### config.mk
export PLATFORM = sky130hd
export DESIGN_NAME = pipe_hazard_ctrl
export DESIGN_NICKNAME = d
export VERILOG_FILES = /design/src/rtl/pipe_hazard_ctrl.sv
export SDC_FILE = /design/constraint.sdc
export NUM_CORES = 1
export LEC_CHECK = 0
export CORE_MARGIN = 2
export CORE_UTILIZATION = 40
export CTS_CLUSTER_SIZE = 28
export DETAILED_ROUTE_END_ITERATION = 6
export GPL_TIMING_DRIVEN = 0
export PLACE_DENSITY_LB_ADDON = 0.08
export SETUP_SLACK_MARGIN = 0.4
export SYNTH_ARGS = -nofsm -noshare
export SYNTH_HDL_FRONTEND = slang
export SYNTH_SLANG_ARGS = --single-unit
### constraint.sdc
create_clock -name clk -period 5.08 [get_ports clk]
set_clock_uncertainty 0.15 [all_clocks]
set_input_delay 1.524 -clock clk [delete_from_list [all_inputs] [get_ports clk]]
set_output_delay 1.524 -clock clk [all_outputs]
set_load 0.02 [all_outputs]
### src/rtl/pipe_hazard_ctrl.sv
// pipe_hazard_ctrl: pipeline stall/flush control with a mul/div busy FSM and performance counters
module pipe_hazard_ctrl #(
    parameter int MULDIV_LAT = 32
) (
    input  logic        clk,
    input  logic        rst,
    input  logic        icache_stall_i,
    input  logic        dcache_stall_i,
    input  logic        idex_memread_i,
    input  logic [4:0]  idex_rd_i,
    input  logic [4:0]  ifid_rs1_i,
    input  logic [4:0]  ifid_rs2_i,
    input  logic        mispredict_i,
    input  logic        muldiv_req_i,
    output logic        pc_write_o,
    output logic        ifid_stall_o,
    output logic        ifid_flush_o,
    output logic        idex_stall_o,
    output logic        idex_flush_o,
    output logic        exmem_stall_o,
    output logic        memwb_stall_o,
    output logic        muldiv_busy_o,
    output logic        muldiv_done_o,
    output logic [31:0] stall_cnt_o,
    output logic [31:0] flush_cnt_o
);
    typedef enum logic [1:0] {RUN, BUSY, DONE} state_t;

    state_t      state_q, state_d;
    logic [5:0]  cnt_q, cnt_d;
    logic [31:0] stall_cnt_q, stall_cnt_d;
    logic [31:0] flush_cnt_q, flush_cnt_d;
    logic        mem_stall, freeze, load_use;

    assign mem_stall = icache_stall_i | dcache_stall_i;
    assign freeze    = mem_stall | ((state_q == RUN) & muldiv_req_i) | (state_q == BUSY);
    assign load_use  = idex_memread_i & (idex_rd_i != 5'd0) &
                       ((idex_rd_i == ifid_rs1_i) | (idex_rd_i == ifid_rs2_i));

    // Pipeline controls: reset, then freeze, then mispredict, then load-use
    always_comb begin
        pc_write_o    = 1'b1;
        ifid_stall_o  = 1'b0;
        ifid_flush_o  = 1'b0;
        idex_stall_o  = 1'b0;
        idex_flush_o  = 1'b0;
        exmem_stall_o = 1'b0;
        memwb_stall_o = 1'b0;
        if (rst) begin
            pc_write_o   = 1'b0;
            ifid_flush_o = 1'b1;
            idex_flush_o = 1'b1;
        end else if (freeze) begin
            pc_write_o    = 1'b0;
            ifid_stall_o  = 1'b1;
            idex_stall_o  = 1'b1;
            exmem_stall_o = 1'b1;
            memwb_stall_o = 1'b1;
        end else if (mispredict_i) begin
            ifid_flush_o = 1'b1;
            idex_flush_o = 1'b1;
        end else if (load_use) begin
            pc_write_o   = 1'b0;
            ifid_stall_o = 1'b1;
            idex_flush_o = 1'b1;
        end
    end

    assign muldiv_busy_o = !rst && (state_q == BUSY);
    assign muldiv_done_o = !rst && (state_q == DONE) && !mem_stall;
    assign stall_cnt_o   = stall_cnt_q;
    assign flush_cnt_o   = flush_cnt_q;

    // Mul/div sequencing: entry deferred under memory stall, completion held until memory is ready
    always_comb begin
        state_d = state_q;
        cnt_d   = cnt_q;
        case (state_q)
            RUN: begin
                if (muldiv_req_i && !mem_stall) begin
                    state_d = BUSY;
                    cnt_d   = 6'(MULDIV_LAT - 1);
                end
            end
            BUSY: begin
                cnt_d = cnt_q - 6'd1;
                if (cnt_q == 6'd0) begin
                    state_d = DONE;
                    cnt_d   = 6'd0;
                end
            end
            DONE: begin
                if (!mem_stall) state_d = RUN;
            end
            default: begin
                state_d = RUN;
                cnt_d   = 6'd0;
            end
        endcase
        stall_cnt_d = stall_cnt_q + {31'd0, ~pc_write_o};
        flush_cnt_d = flush_cnt_q + {31'd0, ifid_flush_o};
    end

    // State and counter registers with synchronous reset
    always_ff @(posedge clk) begin
        if (rst) begin
            state_q     <= RUN;
            cnt_q       <= 6'd0;
            stall_cnt_q <= 32'd0;
            flush_cnt_q <= 32'd0;
        end else begin
            state_q     <= state_d;
            cnt_q       <= cnt_d;
            stall_cnt_q <= stall_cnt_d;
            flush_cnt_q <= flush_cnt_d;
        end
    end
endmodule

==> metrics.csv, run 1 <==
metric,value,unit
synth_edf_count,0,
critPathLaunchType,primary input,
grt_pass1_vias,3093,
p_leak,1.67,nW
post-route-util,0.564,
ff2ff_setup_slack,1900,ps
rows,34,
drcViolationCount,0,
fmax,213,MHz
antenna_found_initial,0,
status,completed,
relSlewSlack,0.561,
clk_latency,350,ps
cp-end-kind,output pin,
ys_types,39,
syn_avg_cell_area,8.46,µm²
port_buffers,94,
timing.critical_path.from,rst,
rr_startpoint,state_q[0]$_SDFFE_PP0P_,
drt_iter0_drc,114,
grt_max_degree,13,
clockBufferDepth,2,
totalWireLength,8450,µm
core_area,8680,µm²
synth-main-ff-cell,dfxtp_1,
clock-sinks,72,
cap_violations,0,
final_area,4890,µm²
fin_crit_sh,0.926,
vias,3249,
crit_fanout,10,
pwr_density_cell,248,nW/µm²
hp-class,reg2reg,
fill_cells,838,
drive_gt1_frac,0.0868,
drtAntennaViolNets,0,
n_antenna_cell,0,
hpwl,6220,µm
die_height,98.2,µm
die_area,9630,µm²
setup_viol,0,
hold_viol,0,
critPathSlowestCell,clkdlybuf4s50_1,
yosysWarnings,0,
grt_usage,0.180,
num-nets-final,554,
die_w,98.2,µm
io_pins,95,
grt_overflow_total,0,
ys_seq_area_frac,0.406,
synth_cells,419,
via_per_inst,5.09,
place_area,4620,µm²
path_buf_inv,4,
syn_area,3550,µm²
comb_power_share,0.104,
ir_drop,159,µV
cp.depth,5,
switching_share,0.243,
required,3410,ps
tightest_slew,659,ps
h-tree-depth,3,
final_cell_mix,"clkdlybuf4s50_1, dfxtp_1, nor2_1, xnor2_1, nand2_1",
seqPwrFrac,0.479,
cts_inserted_buffers,9,
critPathArrivalTime,3030,ps
areaGrowthSynthToFinish,38.0,%
cts_hold_buf,0,
r2r_end,stall_cnt_o[19]$_SDFF_PP0_,
switchingPower,0.295,mW
crit_family,buffers and inverters,
rsz0062_at_grt,yes,
grt_first_pass_wirelength,14200,µm
reg2regPathDepth,13,
fin_crit,4700,ps
synth.net_count,447,
gp_congestion,0.834,
clkPwrFrac,0.417,
path_cells,clkdlybuf4s50_1 -> clkbuf_4 -> buf_1 -> nor2b_4 -> buf_6,
path_class,in2out,
wl_per_cell,13.2,µm
clockRootBuffer,clkbuf_8,
setup.worst_path.end,pc_write_o,
max_stage_delay,530,ps
path_clk_slew,80,ps
synthArstFlopShare,0,
cts_tree,built,
first_pass_iters,4,
drv_slew,0,
synth_seq_cells,72,
final_common_cell,clkdlybuf4s50_1,
p_int,0.919,mW
start_util,0.409,
[layout make-up]
class,instances,area (µm²),area share
Sequential cell,72,1440,0.295
Multi-Input combinational cell,316,2020,0.413
Clock inverter,5,81.3,0.0166
Buffer,18,88.8,0.0182
Tap cell,108,135,0.0276
Inverter,13,48.8,0.00997
Timing Repair Buffer,96,941,0.192
Clock buffer,10,138,0.0281
[cells by family after synthesis]
family                   count (synthesis)  synth area share
AO/OA/AOI/OAI                           45            0.0734
XOR/XNOR                                62             0.153
adder cells (fa/ha/maj)                  6            0.0212
buffers and inverters                   31            0.0367
flip-flops                              72             0.406
AND/OR/NAND/NOR                        203             0.309
[power by group through the flow]
stage	sequential, mW	clock (mW)	combinational, mW
global placement	0.595	0	0.123
CTS	0.582	0.517	0.124
global route	0.584	0.539	0.139
finish	0.582	0.506	0.126
detailed placement	0.595	0	0.124
floorplan	0.599	0	0.0668
[registers in the layout, indices dropped and copies added (netlist names)]
signal	flops
cnt_q	6
flush_cnt_o	32
stall_cnt_o	32
state_q	2
[cell usage after synthesis, drive strengths merged (2+ instances only)]
| cell | number | share of area |
|---|---|---|
| xor2 | 14 | 0.035 |
| and3 | 2 | 0.0035 |
| o21a | 2 | 0.0042 |
| nor2 | 68 | 0.072 |
| buf | 10 | 0.014 |
| inv | 13 | 0.014 |
| nor4 | 11 | 0.025 |
| a21oi | 15 | 0.021 |
| or3 | 10 | 0.018 |
| nand3 | 21 | 0.030 |
| o31a | 2 | 0.0049 |
| nor2b | 5 | 0.0088 |
| nor3 | 18 | 0.025 |
| a21o | 3 | 0.0064 |
| clkbuf | 8 | 0.0085 |
| nor3b | 6 | 0.013 |
| nand2b | 3 | 0.0053 |
| and2 | 4 | 0.0071 |
| nand2 | 26 | 0.028 |
| ha | 6 | 0.021 |
| o21ai | 17 | 0.024 |
| nand4 | 12 | 0.034 |
| dfxtp | 72 | 0.41 |
| xnor2 | 48 | 0.12 |
| and4 | 13 | 0.032 |
[metal layers]
layer / global-route usage / share of wire / vias to the layer above
met2: 0.293 / 0.47 / 76
met5: 0 / 0 / -
met4: 0.0727 / 0.015 / 0
met1: 0.231 / 0.46 / 1503
met3: 0.0415 / 0.057 / 9
li1: - / - / 1661
[worst min-delay path by stage]
stage | from | end | cells past startpoint
final | cnt_q[4]$_SDFFE_PP0P_ | cnt_q[4]$_SDFFE_PP0P_ | 2
after global routing | cnt_q[4]$_SDFFE_PP0P_ | cnt_q[4]$_SDFFE_PP0P_ | 2
after CTS | cnt_q[4]$_SDFFE_PP0P_ | cnt_q[4]$_SDFFE_PP0P_ | 2
after detailed placement | cnt_q[4]$_SDFFE_PP0P_ | cnt_q[4]$_SDFFE_PP0P_ | 2
after global placement | cnt_q[4]$_SDFFE_PP0P_ | cnt_q[4]$_SDFFE_PP0P_ | 2
after floorplan | cnt_q[4]$_SDFFE_PP0P_ | cnt_q[4]$_SDFFE_PP0P_ | 2
[per-stage QoR]
step	setup slack [ps]	std cells	setup TNS (ps)	hold slack, ps	total power [mW]
detailed placement	-538	621	-1960	305	0.719
finish	375	638	0	321	1.21
global placement	-526	621	-1860	310	0.718
floorplan	574	419	0	283	0.666
CTS	320	637	0	320	1.22
global route	285	638	0	364	1.26
[worst reg2reg max path: stages, from the launching register on]
cell      delay [ps]
dfxtp_1          310
clkbuf_1         290
nor2_1           110
o21ai_0          270
a21oi_2          100
buf_4            140
buf_4            120
nand2b_1          60
ha_1             220
nand4_1          300
nor3_1           570
and3b_1          260
xnor2_1          110
nor2_1            50
[repair_timing]
item                                    CTS  global route
resized for setup                        33            15
pin swaps                                 1             2
setup buffers                             1             1
endpoints found under the setup margin   10            10
(Power assumes the default switching activity.)
==> run 2: changes to the inputs <==
--- a/config.mk
+++ b/config.mk
@@ -5,7 +5,7 @@
 export SDC_FILE = /design/constraint.sdc
 export NUM_CORES = 1
 export LEC_CHECK = 0
-export CORE_MARGIN = 2
+export CORE_MARGIN = 5
 export CORE_UTILIZATION = 40
 export CTS_CLUSTER_SIZE = 28
 export DETAILED_ROUTE_END_ITERATION = 6
==> run 2 against run 1 <==
Net effect:
- die area increased by 13%
- final cell count increased by 0.16%
- maximum frequency increased by 1.2%
- non-clock buffer count unchanged
- via count decreased by 0.55%
- sequential power about the same
- design area increased by 0.64%
- largest power group unchanged
==> metrics.csv, run 2 (synthesis results as in run 1) <==
metric,value,unit
hp-class,reg2reg,
clk_latency,340,ps
pwr_density_cell,256,nW/µm²
totalWireLength,8760,µm
setup_viol,0,
n_antenna_cell,0,
fin_crit_sh,0.915,
num-nets-final,554,
grt_pass1_vias,3114,
areaGrowthSynthToFinish,38.9,%
drive_gt1_frac,0.0923,
hpwl,6590,µm
die_height,104,µm
fin_crit,4650,ps
drtAntennaViolNets,0,
cap_violations,0,
use_met3,0.0521,
gp_congestion,0.830,
crit_fanout,4,
wl_per_cell,13.7,µm
die_area,10800,µm²
vias,3231,
cp-end-kind,output pin,
rsz0062_at_grt,yes,
grt_first_pass_wirelength,14800,µm
final_cell_mix,"clkdlybuf4s50_1, dfxtp_1, nor2_1, xnor2_1, nand2_1",
setup_slack,433,ps
final_common_cell,clkdlybuf4s50_1,
rows,34,
critPathArrivalTime,2970,ps
grt_max_degree,13,
hold_viol,0,
port_buffers,94,
drt_iter0_drc,62,
relSlewSlack,0.546,
antenna_found_initial,0,
h-tree-depth,3,
grt_use_met1,0.201,
whs,327,ps
via_per_inst,5.06,
fmax,215,MHz
first_pass_iters,4,
post-place-ws,-563,ps
critPathLaunchType,primary input,
die_w,104,µm
grt_usage,0.162,
ir_drop,140,µV
path_class,in2out,
io_pins,95,
cts_inserted_buffers,9,
grt_overflow_total,0,
tightest_slew,676,ps
grt_busiest_layer,met2,
clockBufferDepth,2,
drv_slew,0,
fill_cells,844,
post-route-util,0.567,
p_leak,1.69,nW
path_clk_slew,80,ps
clock-sinks,72,
status,completed,
cts_tree,built,
clockRootBuffer,clkbuf_8,
core_area,8680,µm²
start_util,0.409,
drcViolationCount,0,
required,3410,ps
met2_usage,0.261,
## run 2: metal layers
layer / up-vias / share of wire
met5: - / 0
met4: 0 / 0.014
met3: 13 / 0.065
met2: 77 / 0.46
met1: 1489 / 0.46
li1: 1652 / -
## run 2: metrics by stage
stage / total power, mW / TNS, ps / cells / area [µm²]
floorplan: 0.666 / 0 / 419 / 3550
global placement: 0.719 / -1860 / 621 / 4620
detailed placement: 0.721 / -2050 / 621 / 4620
CTS: 1.28 / 0 / 638 / 4880
global route: 1.32 / 0 / 639 / 4920
finish: 1.26 / 0 / 639 / 4920
## run 2: cell type report
cell class                      instances  area (µm²)  area share
Sequential cell                        72        1440       0.293
Tap cell                              108         135      0.0274
Inverter                               13        48.8     0.00991
Clock inverter                          5         104      0.0211
Buffer                                 18        90.1      0.0183
Timing Repair Buffer                   96         940       0.191
Clock buffer                           11         141      0.0287
Multi-Input combinational cell        316        2020       0.411
## run 2: worst max-delay path: stages
cell and delay, ps:
clkdlybuf4s50_1 460, nor3b_1 310, clkdlybuf4s50_1 670
## run 2: path summary, 6_finish.rpt
check	startpoint	end	slack, ps	depth (start not counted)
min	cnt_q[4]$_SDFFE_PP0P_	cnt_q[4]$_SDFFE_PP0P_	330	2
max	rst	muldiv_busy_o	430	3
min reg2reg	cnt_q[4]$_SDFFE_PP0P_	cnt_q[4]$_SDFFE_PP0P_	330	2
max reg2reg	state_q[0]$_SDFFE_PP0P_	stall_cnt_o[20]$_SDFF_PP0_	1890	13
## run 2: where the power goes
part / total (mW) / internal, mW / switching [mW]
combinational: 0.127 / 0.0586 / 0.0680
sequential: 0.583 / 0.574 / 0.00921
clock: 0.553 / 0.340 / 0.213
## run 2: timing repair
action | CTS | global route
endpoints found under the hold margin | 0 | 0
pin swaps | 1 | 5
hold buffers | 0 | 0
endpoints found under the setup margin | 9 | 7
setup buffers | 1 | 1
gates resized for setup | 34 | 21
